`src/rtl/mixcol_pack_sequencer_if.sv`:
```
// mixcol_pack_sequencer_if: ALU lane-pair input and assembled-state output bus
interface mixcol_pack_sequencer_if;
  logic inValid, inReady, outValid, outReady, mcModeOut;
  logic [31:0] aluResult0, aluResult1;
  logic [127:0] stateOut;
  modport master (
    input inValid, aluResult0, aluResult1, outReady,
    output inReady, outValid, stateOut, mcModeOut
  );
  modport slave (
    output inValid, aluResult0, aluResult1, outReady,
    input inReady, outValid, stateOut, mcModeOut
  );
endinterface

```
`src/rtl/mixcol_pack_sequencer.sv`:
```
// mixcol_pack_sequencer: collects two lane-pair beats into a 128-bit AES state, optional counter via BLOCK_COUNT_EN
module mixcol_pack_sequencer #(
  parameter int COUNT_W = 16
) (
  input  logic clk,
  input  logic rst_n,
  input  logic start,
  input  logic mcMode,
  input  logic abort,
  mixcol_pack_sequencer_if.master bus,
  output logic busy,
  output logic errStartBusy,
  output logic [COUNT_W-1:0] blockCount
);
  typedef enum logic [1:0] {IDLE, BEAT0, BEAT1, OUT} state_t;
  state_t st, nxt;
  logic mode, take0, take1;
  logic [31:0] c0, c1;
  logic [127:0] cols, mc;
  assign busy = st != IDLE;
  assign bus.inReady = st == BEAT0 || st == BEAT1;
  assign bus.outValid = st == OUT;
  assign bus.mcModeOut = busy & mode;
  assign take0 = st == BEAT0 && bus.inValid && !abort;
  assign take1 = st == BEAT1 && bus.inValid && !abort;
  assign cols = {c0, c1, bus.aluResult0, bus.aluResult1};
  always_comb begin
    nxt = st;
    case (st)
      IDLE:  if (start) nxt = BEAT0;
      BEAT0: if (bus.inValid) nxt = BEAT1;
      BEAT1: if (bus.inValid) nxt = OUT;
      OUT:   if (bus.outReady) nxt = IDLE;
      default: nxt = IDLE;
    endcase
    if (abort) nxt = IDLE;
  end
  // row r of the MixColumns layout gathers byte r of every column
  always_comb begin
    mc = '0;
    for (int r = 0; r < 4; r++)
      for (int c = 0; c < 4; c++)
        mc[127-32*r-8*c -: 8] = cols[127-32*c-8*r -: 8];
  end
  always_ff @(posedge clk or negedge rst_n)
    if (!rst_n) begin
      st <= IDLE;
      mode <= 1'b0;
      c0 <= '0;
      c1 <= '0;
      bus.stateOut <= '0;
      errStartBusy <= 1'b0;
    end else begin
      st <= nxt;
      errStartBusy <= start && busy;
      if (st == IDLE && start && !abort) mode <= mcMode;
      if (take0) {c0, c1} <= {bus.aluResult0, bus.aluResult1};
      if (take1) bus.stateOut <= mode ? mc : cols;
    end
`ifdef BLOCK_COUNT_EN
  always_ff @(posedge clk or negedge rst_n)
    if (!rst_n) blockCount <= '0;
    else if (st == OUT && bus.outReady && !abort) blockCount <= blockCount + COUNT_W'(1);
`else
  assign blockCount = '0;
`endif
endmodule

```
`src/flat_wrapper.sv`:
```
// flat-port wrapper written by rule: the top's interface ports become plain ports
module mixcol_pack_sequencer_flat 
#(
  parameter int COUNT_W = 16
)
  (clk, rst_n, start, mcMode, abort, busy, errStartBusy, blockCount, bus_inValid, bus_aluResult0, bus_aluResult1, bus_outReady, bus_inReady, bus_outValid, bus_stateOut, bus_mcModeOut);
  mixcol_pack_sequencer_if bus_i ();
  input  logic clk;
  input  logic rst_n;
  input  logic start;
  input  logic mcMode;
  input  logic abort;
  output logic busy;
  output logic errStartBusy;
  output logic [COUNT_W-1:0] blockCount;
  input wire logic [$bits(bus_i.inValid)-1:0] bus_inValid;
  input wire logic [$bits(bus_i.aluResult0)-1:0] bus_aluResult0;
  input wire logic [$bits(bus_i.aluResult1)-1:0] bus_aluResult1;
  input wire logic [$bits(bus_i.outReady)-1:0] bus_outReady;
  output wire logic [$bits(bus_i.inReady)-1:0] bus_inReady;
  output wire logic [$bits(bus_i.outValid)-1:0] bus_outValid;
  output wire logic [$bits(bus_i.stateOut)-1:0] bus_stateOut;
  output wire logic [$bits(bus_i.mcModeOut)-1:0] bus_mcModeOut;
  assign bus_i.inValid = bus_inValid;
  assign bus_i.aluResult0 = bus_aluResult0;
  assign bus_i.aluResult1 = bus_aluResult1;
  assign bus_i.outReady = bus_outReady;
  assign bus_inReady = bus_i.inReady;
  assign bus_outValid = bus_i.outValid;
  assign bus_stateOut = bus_i.stateOut;
  assign bus_mcModeOut = bus_i.mcModeOut;
  mixcol_pack_sequencer #(.COUNT_W(COUNT_W)) u_core (.clk(clk), .rst_n(rst_n), .start(start), .mcMode(mcMode), .abort(abort), .bus(bus_i), .busy(busy), .errStartBusy(errStartBusy), .blockCount(blockCount));
endmodule
```
`config.mk`:
```
export PLATFORM = sky130hd
export DESIGN_NAME = mixcol_pack_sequencer_flat
export DESIGN_NICKNAME = d
export VERILOG_FILES = /design/src/rtl/mixcol_pack_sequencer_if.sv /design/src/rtl/mixcol_pack_sequencer.sv /design/src/flat_wrapper.sv
export SDC_FILE = /design/constraint.sdc
export NUM_CORES = 1
export LEC_CHECK = 0
export CORE_MARGIN = 3
export CORE_UTILIZATION = 45
export CTS_BUF_LIST = sky130_fd_sc_hd__clkbuf_16
export CTS_CLUSTER_DIAMETER = 120
export DETAILED_ROUTE_END_ITERATION = 12
export PLACE_DENSITY = 0.81
export SKIP_LAST_GASP = 1
export SLEW_MARGIN = 20
export SYNTH_ARGS = -nofsm -noshare
export SYNTH_HDL_FRONTEND = slang
export SYNTH_SLANG_ARGS = --single-unit
```
`constraint.sdc`:
```
create_clock -name clk -period 2.5 [get_ports clk]
set_clock_uncertainty 0.1 [all_clocks]
set_input_delay 0.5 -clock clk [delete_from_list [all_inputs] [get_ports clk]]
set_output_delay 0.5 -clock clk [all_outputs]
set_load 0.01 [all_outputs]
```
* After elaboration in Yosys (flattened, before gate mapping)
Cells that the tools add are included.
Storage, ports and cells: bits in registers 196, output and inout bits 149, word-level logic and storage cells 33
Cells by class: equality and inequality tests 7, multiplexer cells 7, bitwise operators 1, reduce and logical (&&, ||, !) cells 12
Operators with widths (number):
- 2-to-1 mux 120 bit | 1
- inequality test 3 bit (second input constant) | 4
- 2-to-1 mux 2 bit | 5
- one-hot mux 2 bit (4 select lines) | 1
- logical AND 1 bit | 7
- == test 2 bit (second input constant) | 2
- AND reduction 4 bit | 1
- == test 2 x 1 -> 1 bit (second input constant) | 1
- zero test 2 bit | 1
- nonzero test 2 bit | 1
- bitwise AND 1 bit | 1
- zero test 1 bit | 1
- logical OR 1 bit | 1

* Depth between registers and ports, before layout
depth after elaboration 3, gate-level depth with buffers 8, gate-level depth less buffers 5

* Least setup slack after synthesis
No wires, ideal clock.
kind reg2reg, start point reg u_core.st[0], end point reg u_core.bus.stateOut[3], setup time 125 ps, arrival time 1413 ps, path slack 861 ps, cell stages (with the launch flop) 7, path buffers 2, cell sequence dfrtp_1 inv_1 ha_1 nand3b_4 buf_6 buf_6 mux2_4
On the way: cells in the longest elaborated chain, start to end 3
Ends and longest elaborated chain:
- from (decl) | RTL line mixcol_pack_sequencer.sv:16 | state_t st, nxt;
- from (signal assigned) | RTL line mixcol_pack_sequencer.sv:54 | st <= nxt;
- == test 2 bit | RTL line mixcol_pack_sequencer.sv:25 | assign take1 = st == BEAT1 && bus.inValid && !abort;
- logical AND 1 bit (2 in series) | RTL line mixcol_pack_sequencer.sv:25
- to (signal assigned) | RTL line mixcol_pack_sequencer.sv:58 | if (take1) bus.stateOut <= mode ? mc : cols;
- to (decl) | RTL line mixcol_pack_sequencer_if.sv:8 | output inReady, outValid, stateOut, mcModeOut
Every way passes these cells. A chain may end at the register's enable or synchronous reset.

* Final worst setup path
start point reg u_core.st[0], end point out bus_mcModeOut
On the way: cells in the longest elaborated chain, start to end 2
Ends and longest elaborated chain:
- nonzero test 2 bit | RTL line mixcol_pack_sequencer.sv:20 | assign busy = st != IDLE;
- bitwise AND 1 bit | RTL line mixcol_pack_sequencer.sv:23 | assign bus.mcModeOut = busy & mode;
- to (decl) | RTL line flat_wrapper.sv:23 | output wire logic [$bits(bus_i.mcModeOut)-1:0] bus_mcModeOut;
Every way passes these cells.

==> results.json <==
{
  "critPathRequiredTime_ps": 1900,
  "cap_violations": 0,
  "vdd_drop_max_v": 0.000803,
  "cts_root_buffer": "clkbuf_16",
  "p_sw_share_pct": 32.5,
  "fin_crit_sh_pct": 95.6,
  "p_leak_nw": 5.28,
  "intPower_mw": 9.62,
  "antenna_found_initial": 0,
  "grt_pass1_wl_mm": 30.2,
  "grt_pass1_vias": 5711,
  "die_width_um": 144,
  "antenna_left": 0,
  "yosysWarningCount": 0,
  "yosysTopAreaCell": "dfrtp_1",
  "vias_per_cell": 5.04,
  "hold_path_class": "reg2reg",
  "cts.clk_slew.worst_paths_ps": 70,
  "final_net_count": 934,
  "reg2reg_depth": 5,
  "hold_viol": 0,
  "cp-end-kind": "output port",
  "htreeDepth": 4,
  "p_total_mw": 14.3,
  "clock_sinks": 196,
  "die_h_um": 144,
  "synth_top_area_share_pct": 57.3,
  "slew_headroom_pct": 50.3,
  "power.switching_mw": 4.63,
  "worstSkewPairLatency_ps": 420,
  "drt_iter0_markers": 235,
  "tightest_slew_ps": 745,
  "setup_tns_ps": 0,
  "grt_overflow": 0,
  "pwr-share-clk_pct": 18.6,
  "period_needed_ps": 2390,
  "cts_made_buffers": 17,
  "max_freq_mhz": 418,
  "p_comb_share_pct": 41.7,
  "start_util_pct": 46.7,
  "critPathMaxFanout": 4,
  "cp.arrival_ps": 1790,
  "syn2layout_area_growth_pct": 32.0,
  "dp_hpwl_mm": 13.2,
  "critPathLaunchType": "register",
  "io_pins": 220,
  "post_drt_wl_per_cell_um": 17.1,
  "setup_viol": 0,
  "grt_setup_unrepaired": "false",
  "holdPathStages": 2,
  "vias": 5539,
  "coreArea_sq_um": 18300,
  "dieArea_sq_um": 20700,
  "status": "complete, no violations",
  "drt_wl_total_mm": 18.8,
  "power_density_nw_per_um2": 1260,
  "num_rows": 49,
  "grt_start_max_net_pins": 98,
  "grtUsageTotal_pct": 18.5,
  "finalWeightedCongestion": 0.755,
  "cts.path.max_buffers": 2,
  "drive_gt1_share_pct": 16.9,
  "n_antenna_cell": 0,
  "critPathKind": "reg2out",
  "p_seq_share_pct": 39.7,
  "drc_errors": 0,
  "synth_area_sq_um": 8560,
  "syn_inst": 663,
  "yosysSeqAreaShare_pct": 57.3,
  "avgSynthCellArea_sq_um": 12.9,
  "drt_pass1_iterations": 4,
  "numPortBuffers": 203,
  "cts_resized": 0,
  "drv_slew": 0,
  "synth_area_leaders": "dfrtp_1 57%, mux2i_1 11%, mux2_2 8.7%, mux2_4 5.6%, o21ai_0 5.3%",
  "cts_tree": "done",
  "synth_cell_types": 22,
  "synth_seq_cells": 196
}
[state kept, by name, summed over array words and instances (netlist names)]
register             flops
u_core.bus.stateOut    128
u_core.c0               32
u_core.c1               32
u_core.st                2
u_core.errStartBusy      1
u_core.mode              1
[power by group through the flow]
stage	Clock, mW	Combinational, mW	Sequential (mW)
finish	2.65	5.95	5.66
CTS	2.72	6.01	5.68
floorplan	0	2.77	5.97
global placement	0	5.84	5.66
global route	2.86	6.50	5.87
detailed placement	0	5.99	5.71
[synth_stat cells]
library cell / n
nor2b_1: 2
buf_6: 18
mux2i_1: 97
nand2_1: 97
nor2_1: 4
clkbuf_1: 9
inv_1: 3
mux2_4: 32
o21ai_1: 5
buf_8: 1
clkbuf_4: 1
ha_1: 5
buf_2: 11
nand3b_4: 1
buf_4: 18
o221a_2: 1
o21ai_0: 91
conb_1: 1
mux2_2: 66
nand3b_1: 1
nand2b_1: 3
dfrtp_1: 196
[cell families after synthesis]
| kind of cell | synth area share (%) |
|---|---|
| AOI/OAI and AO/OA | 5.75 |
| adders and majority gates | 0.731 |
| buffers and inverters | 5.38 |
| DFF | 57.3 |
| muxes | 25.7 |
| other | 0.0438 |
| and+or+nand+nor | 5.12 |
[through the flow]
step	util, %	setup WS [ps]	hold slack [ps]	area (sq um)	std cells
2_1_floorplan	-	861	104	8610	678
3_3_place_gp	58.3	328	361	10700	1064
3_5_place_dp	58.3	258	365	10700	1064
4_1_cts	61.5	22.6	387	11300	1097
5_1_grt	61.6	0.711	408	11300	1100
6_report	61.6	110	382	11300	1100
[cells in the final DEF, fill, tap and decap left out, drive strengths merged]
cell	instances
nand2	97
buf	15
nand3b	2
ha	5
mux2i	97
conb	16
mux2	98
o21ai	96
nor2b	2
bufinv	1
inv	9
clkinv	6
dlygate4sd3	1
nand2b	3
clkinvlp	2
clkdlybuf4s50	202
clkbuf	18
dfrtp	196
nor2	4
o221a	1
[final timing paths]
check	start	endpoint	slack [ps]
setup / recovery	u_core.st[0]$_DFFE_PN0P_	bus_mcModeOut	110
hold / removal	u_core.bus.stateOut[116]$_DFFE_PN0P_	u_core.bus.stateOut[116]$_DFFE_PN0P_	380
setup reg to reg	u_core.st[0]$_DFFE_PN0P_	u_core.c0[27]$_DFFE_PN0P_	670
hold reg to reg	u_core.bus.stateOut[116]$_DFFE_PN0P_	u_core.bus.stateOut[116]$_DFFE_PN0P_	380
max in group asynchronous	rst_n	u_core.bus.stateOut[68]$_DFFE_PN0P_	1120
min in group asynchronous	rst_n	u_core.errStartBusy$_DFF_PN0_	480
[timing repair]
item	CTS	global route
hold buffers	1	0
buffers inserted	0	3
hold endpoints to repair	42	0
endpoints found under the setup margin	0	1
[layer usage]
layer,global-route usage (%),vias to the layer above,share of wire [%]
met2,30.4,154,49
met1,23.8,2729,43
met4,5.00,0,1.4
li1,-,2643,-
met3,5.89,13,6.4
met5,0,-,0
[area by class of cell]
class                      count  area (sq um)
timing repair buffer         219          2270
multi-input combinational    421          3250
fill                        1437          7040
sequential                   196          4910
clock inverter                15           145
clock buffer                  17           425
inverter                       3          11.3
tap                          229           287
[critical path: stages (launching register included)]
cell	delay, ps
dfrtp_1	370
inv_1	100
ha_1	240
nor2b_1	110
clkdlybuf4s50_1	550
No activity file was read; power rests on OpenSTA's default activity.
